$ cat config.mk
export PLATFORM = sky130hd
export DESIGN_NAME = tick_monitor
export DESIGN_NICKNAME = d
export VERILOG_FILES = /design/src/rtl/tick_monitor.sv
export SDC_FILE = /design/constraint.sdc
export NUM_CORES = 1
export LEC_CHECK = 0
export CORE_UTILIZATION = 45
export CTS_CLUSTER_SIZE = 14
export DETAILED_ROUTE_END_ITERATION = 10
export MAX_ROUTING_LAYER = met4
export PLACE_DENSITY = 0.67
export SLEW_MARGIN = 15
export SYNTH_ARGS = -nofsm -noshare
export SYNTH_HDL_FRONTEND = slang
export SYNTH_SLANG_ARGS = --single-unit
$ cat constraint.sdc
create_clock -name clk -period 5.35 [get_ports clk]
set_input_delay 1.3375 -clock clk [delete_from_list [all_inputs] [get_ports clk]]
set_output_delay 1.3375 -clock clk [all_outputs]
set_load 0.05 [all_outputs]
$ cat src/rtl/tick_monitor.sv
// tick_monitor: measures tick_in rising-edge spacing and tracks lock/fault; clk, rst, tick_in, clear -> period, period_valid, locked, fault, err_count
module tick_monitor #(
  parameter int EXPECTED_PERIOD = 50000000,
  parameter int TOLERANCE = 16,
  parameter int LOCK_COUNT = 4,
  localparam int TIMEOUT = 2 * EXPECTED_PERIOD,
  localparam int W = $clog2(TIMEOUT + 1)
) (
  input  logic         clk,
  input  logic         rst,
  input  logic         tick_in,
  input  logic         clear,
  output logic [W-1:0] period,
  output logic         period_valid,
  output logic         locked,
  output logic         fault,
  output logic [7:0]   err_count
);
  localparam int GW = $clog2(LOCK_COUNT + 1);
  localparam logic [W-1:0] TMAX = W'(TIMEOUT);
  localparam logic [W:0] WLO = (W+1)'(EXPECTED_PERIOD - TOLERANCE);
  localparam logic [W:0] WHI = (W+1)'(EXPECTED_PERIOD + TOLERANCE);
  localparam logic [GW-1:0] GMAX = GW'(LOCK_COUNT);
  typedef enum logic [1:0] {IDLE, ACQUIRE, LOCKED, FAULT} state_t;
  state_t state, state_n;
  logic tick_q, ev, tmo, in_win, meas, err_inc;
  logic [W-1:0] timer, timer_n;
  logic [GW-1:0] good, good_n;
  assign ev = tick_in & ~tick_q;
  assign tmo = timer == TMAX;
  assign in_win = {1'b0, timer} >= WLO && {1'b0, timer} <= WHI;
  assign meas = ev && !tmo && state != IDLE;
  always_comb begin
    state_n = state;
    good_n = good;
    err_inc = 1'b0;
    timer_n = ev ? W'(1) : state == IDLE ? '0 : tmo ? TMAX : timer + 1'b1;
    case (state)
      IDLE: if (ev) begin
        state_n = ACQUIRE;
        good_n = '0;
      end
      ACQUIRE: if (ev && in_win) begin
        good_n = good + 1'b1;
        state_n = good + 1'b1 == GMAX ? LOCKED : ACQUIRE;
      end else if (ev || tmo) begin
        good_n = '0;
        err_inc = 1'b1;
        state_n = ev ? ACQUIRE : FAULT;
      end
      LOCKED: if (ev ? !in_win : tmo) begin
        state_n = FAULT;
        err_inc = 1'b1;
      end
      FAULT: if (ev) begin
        state_n = ACQUIRE;
        good_n = '0;
      end
      default: state_n = IDLE;
    endcase
  end
  always_ff @(posedge clk) begin
    if (rst) begin
      state <= IDLE;
      timer <= '0;
      good <= '0;
      tick_q <= 1'b0;
      period <= '0;
      period_valid <= 1'b0;
      locked <= 1'b0;
      fault <= 1'b0;
      err_count <= '0;
    end else begin
      tick_q <= tick_in;
      if (clear) begin
        state <= IDLE;
        timer <= '0;
        good <= '0;
        period_valid <= 1'b0;
        locked <= 1'b0;
        fault <= 1'b0;
        err_count <= '0;
      end else begin
        state <= state_n;
        timer <= timer_n;
        good <= good_n;
        period_valid <= meas;
        if (meas) period <= timer;
        locked <= state_n == LOCKED;
        fault <= state_n == FAULT;
        if (err_inc && err_count != 8'hff) err_count <= err_count + 1'b1;
      end
    end
  end
endmodule
# [Word-level counts from Yosys, hierarchy flattened]
# Cells that the tools add are included.
[word_totals] reg_bits=71 out_inout_bits=38 wordCells=65
[classes] n_addsub=3 n_lt_le_gt_ge=2 eq_ne=10 mux=19 bitwise=3 reduce_logical=17
[op_table] operator="adder 27 x 1 -> 27 bit (second input constant)" n=1
[op_table] operator="== test 27 bit (second input constant)" n=1
[op_table] operator="greater-or-equal comparator 27 x 26 -> 1 bit (second input constant)" n=1
[op_table] operator="<= comparator 27 x 26 -> 1 bit (second input constant)" n=1
[op_table] operator="two-way mux 27 bit" n=1
[op_table] operator="two-way mux 2 bit" n=6
[op_table] operator="two-way mux 3 bit" n=3
[op_table] operator="adder 8 x 1 -> 8 bit (second input constant)" n=1
[op_table] operator="== test 2 bit (second input constant)" n=4
[op_table] operator="!= test 8 bit (second input constant)" n=1
[op_table] operator="two-way mux 1 bit" n=6
[op_table] operator="one-hot mux 2 bit (3 select lines)" n=1
[op_table] operator="one-hot mux 3 bit (2 select lines)" n=1
[op_table] operator="logical AND 1 bit" n=5
[op_table] operator="OR reduction 5 bit" n=1
[op_table] operator="nonzero test 2 bit" n=2
[op_table] operator="OR reduction 2 bit" n=2
[op_table] operator="OR reduction 4 bit" n=1
[op_table] operator="adder 3 x 1 -> 3 bit (second input constant)" n=1
[op_table] operator="== test 3 bit (second input constant)" n=1
[op_table] operator="!= test 3 bit (second input constant)" n=1
[op_table] operator="AND reduction 3 bit" n=1
[op_table] operator="== test 2 x 1 -> 1 bit (second input constant)" n=1
[op_table] operator="zero test 1 bit" n=2
[op_table] operator="7 further kinds" n=8

# [Depth between registers and ports, before layout]
[logic_depth] word_depth=7 mapped_depth=10

# [Worst setup path after synthesis]
# Ideal clock, no wire load.
[synth_path] path_type="input-to-reg" start="input tick_in" end="register err_count[1]" setup_ps=115 t_arrival_ps=2972 setup_slack_ps=2264 stages=7 path_cell_list="nand2b_1 > or4b_1 > or3_4 > a21oi_4 > buf_4 > nor3b_1 > o21a_1"
[synth_via] elab_chain_len=6 elab_cells_between_ends=9 cone_classes="mux: 5; bitwise: 1; reduce/logical: 3"
[synth_rtl] item="start, declared" line_no="11" source="input logic tick_in,"
[synth_rtl] item="AND 1 bit *" line_no="29" source="assign ev = tick_in & ~tick_q;"
[synth_rtl] item="logical OR 1 bit" line_no="46" source="end else if (ev || tmo) begin"
[synth_rtl] item="two-way mux 1 bit" line_no="46"
[synth_rtl] item="two-way mux 1 bit" line_no="43" source="ACQUIRE: if (ev && in_win) begin"
[synth_rtl] item="one-hot mux 1 bit (2 select lines) *" line_no="38" source="case (state)"
[synth_rtl] item="logical AND 1 bit *" line_no="91" source="if (err_inc && err_count != 8'hff) err_count <= err_count + 1'b1;"
[synth_rtl] item="end signal, assigned" line_no="91"
[synth_rtl] item="end, declared" line_no="17" source="output logic [7:0] err_count"
# Every way passes the cells marked *; elsewhere a longest branch is shown, timed or not.
# A chain may end at the register's enable or synchronous reset.

# [Final worst setup path]
# Same ends and word-level chain as after synthesis.

==> reports/qor.yml <==
detailed_routing:
  drcViolationCount: 0
  via_per_inst: 5.37
  drt_wl_total_mm: 7.00
  drtAntennaViolNets: 0
  dr.first_iter.drc_count: 116
  dr.pass1.iters: 4
  routed-via-count: 2712
  wl_per_cell_um: 13.9
finish:
  area_delta_synth_final_pct: 20.4
  fin_util_pct: 57.4
  fin_cells: 505
  fin_nets: 417
  antenna_cells: 0
  drive_gt1_share_pct: 7.82
  n_fill_cell: 647
power:
  internal_power_uw: 804
  p_sw_uw: 226
  power_frac_seq_pct: 51.5
  power.share.clock_pct: 45.6
  leakage_uw: 0.00145
  p_comb_share_pct: 2.9
  p_per_area_nw_per_um2: 257
  ir_drop_mv: 0.166
  sw_frac_of_total_pct: 22.0
synthesis:
  yosys_warnings: 0
  synth_compound_area_share_pct: 11.6
  synthXorXnorAreaFrac_pct: 5.27
  synth-adder-area-share_pct: 3.38
  synth-async-reset-ratio_pct: 0
  muxShareOfSynthArea_pct: 8.12
  synth_seq_cells: 71
  ys.flop_type: "dfxtp_1"
  synth.distinct_cells: 54
  netlist_instances: 369
  syn_avg_cell_area_um2: 9.02
  synth_top_family_by_area: "simple AND/OR/NAND/NOR gates"
  synth_area_um2: 3330
  synthSimpleGateAreaFrac_pct: 24.8
  synth_fp_nets: 382
  synth-edff-count: 0
  synth-seq-area-share_pct: 42.7
timing:
  fin_tns_setup_ns: 0
  worst_pin_slew_ns: 0.914
  grt_setup_unrepaired: "false"
  period_needed_ns: 3.44
  fin_crit_sh_pct: 64.3
  finalSetupViolations: 0
  finalHoldViolCount: 0
  finalClockSkew_ns: 0.00892
  relSlewSlack_pct: 38.6
  drv_slew: 0
  fmax_mhz: 291
hold_path:
  hold_class: "reg -> reg"
worst_setup_path:
  critPathLaunchType: "input port"
  end_kind: "register"
  required_ns: 5.59
  cp.arrival_ns: 3.68
  crit_fanout: 16
  rrSetupSlack_ns: 2.56
  crit_type: "in -> reg"
cts:
  cts_sinks: 71
  tritoncts: "yes"
  cts.repair.resized: 0
  cts_setup_buffers: 0
  clock_latency_ns: 0.35
  clockBufferDepth: 2
  cts-hold-fix-buffers: 0
  path_clk_slew_ns: 0.08
  h-tree-depth: 3
  cts_buffers: 9
  cts_root_buf: "clkbuf_8"
grt:
  grt_pass1_wl_mm: 12.1
  grt_overflow: 0
  first_global_vias: 2592
  grt_use_total_pct: 21.0
  antenna_found_initial: 0
  grt_start_max_net_pins: 33
floorplan:
  core_area_um2: 6980
  die_area_um2: 7740
  start_util_pct: 47.7
  rows: 30
  num_io_pins: 42
  dieHeight_um: 88.0
  die_w_um: 88.0
placement:
  place.gp.congestion: 0.841
  io_buffers: 41
  post-dp-hpwl_mm: 4.89
  placedCellCount: 489
job:
  cap_viol_max_count: 0
outcome:
  status: "finished clean"
==> power by group through the flow <==
stage          logic (µW)  registers (µW)  clock network [µW]
6_report             29.6             531                 470
3_3_place_gp         30.2             543                   0
2_1_floorplan        19.8             544                   0
3_5_place_dp         30.0             543                   0
4_1_cts              30.1             531                 482
5_1_grt              33.4             531                 510
==> stage by stage <==
stage | cell area, µm² | power (µW) | hold WS, ns | setup slack [ns]
after floorplan | 3330 | 564 | 0.449 | 2.26
after global placement | 3790 | 573 | 0.446 | 1.61
after detailed placement | 3790 | 573 | 0.453 | 1.56
after CTS | 4010 | 1040 | 0.464 | 1.93
after global routing | 4010 | 1070 | 0.475 | 1.78
final | 4010 | 1030 | 0.465 | 1.91
==> state kept, by name, summed over array words and instances, names as in the netlist <==
register      count
period           27
timer            27
err_count         8
good              3
state             2
fault             1
locked            1
period_valid      1
tick_q            1
==> Yosys cell counts, types with 3 or more instances <==
| cell type | n | share of area, % |
|---|---|---|
| dfxtp_1 | 71 | 43 |
| nor2_1 | 65 | 7.3 |
| mux2i_1 | 27 | 8.1 |
| a21oi_1 | 15 | 2.3 |
| nand3_1 | 15 | 2.3 |
| clkbuf_1 | 14 | 1.6 |
| inv_1 | 13 | 1.5 |
| nand2_1 | 13 | 1.5 |
| o21ai_0 | 11 | 1.7 |
| or3_1 | 11 | 2.1 |
| xnor2_1 | 11 | 2.9 |
| ha_1 | 9 | 3.4 |
| xor2_1 | 9 | 2.4 |
| nand4_1 | 8 | 1.5 |
| o31ai_1 | 8 | 1.8 |
| or4_1 | 7 | 1.6 |
| nor2b_1 | 4 | 0.75 |
| nor3_1 | 4 | 0.60 |
| a211o_1 | 3 | 0.79 |
| and3_1 | 3 | 0.56 |
| buf_2 | 3 | 0.45 |
| nor3b_1 | 3 | 0.68 |
| nor4b_1 | 3 | 0.79 |
==> final cells by class <==
cell class / count / area (µm²) / share of cell area [%]
multi-input cells: 266 / 1770 / 44.2
flip-flops and latches: 71 / 1420 / 35.5
repair buffers: 43 / 425 / 10.6
clock buffers: 9 / 124 / 3.09
well taps: 96 / 120 / 3.00
clock inverters: 7 / 95.1 / 2.37
inverters: 13 / 48.8 / 1.22
==> cells in the final DEF, fill, tap and decap left out, drive strengths merged, types with 2 or more instances in the layout <==
cell and n:
or2 2, ha 9, nor2b 5, and4 2, or3 13, o31ai 8, nand4 8, nor3b 3
nor2 65, and3 3, o21ai 13, or4 7, a2111oi 2, bufinv 2, nor4b 3, nand4b 2
o21a 2, a21oi 17, clkdlybuf4s50 41, a31o 2, a211o 3, clkinv 2, xnor2 11, nor4 3
nor3 4, mux2i 27, nand2 13, xor2 9, nand2b 2, dfxtp 71, inv 15, or3b 3
clkbuf 9, buf 2, nand3 15
==> critical path, stage by stage <==
cell and delay (ns):
clkdlybuf4s50_1 0.49, nand2b_1 0.18, or4b_1 0.59, or3_4 0.41, a21oi_4 0.37, nor3b_1 0.10
o21a_1 0.21
==> layer usage <==
metal / vias to the layer above / track usage [%] / share of wire, %
met1: 1273 / 27.0 / 47
met4: 0 / 8.20 / 1.7
met2: 53 / 31.9 / 47
li1: 1377 / - / -
met5: - / - / 0
met3: 9 / 5.09 / 4.0
==> path summary, 6_finish.rpt <==
path	startpoint	end	cells after the start
max	tick_in	err_count[1]	7
min	period[16]	period[16]	2
max reg2reg	timer[0]	err_count[5]	8
min reg2reg	period[16]	period[16]	2
==> cell families after synthesis <==
kind of cell,Yosys count
AND/OR/NAND/NOR,156
flip-flops,71
XOR/XNOR,20
adder cells (fa/ha/maj),9
multiplexers,27
AO/OA/AOI/OAI,54
buffers and inverters,32
(Power assumes the default switching activity.)
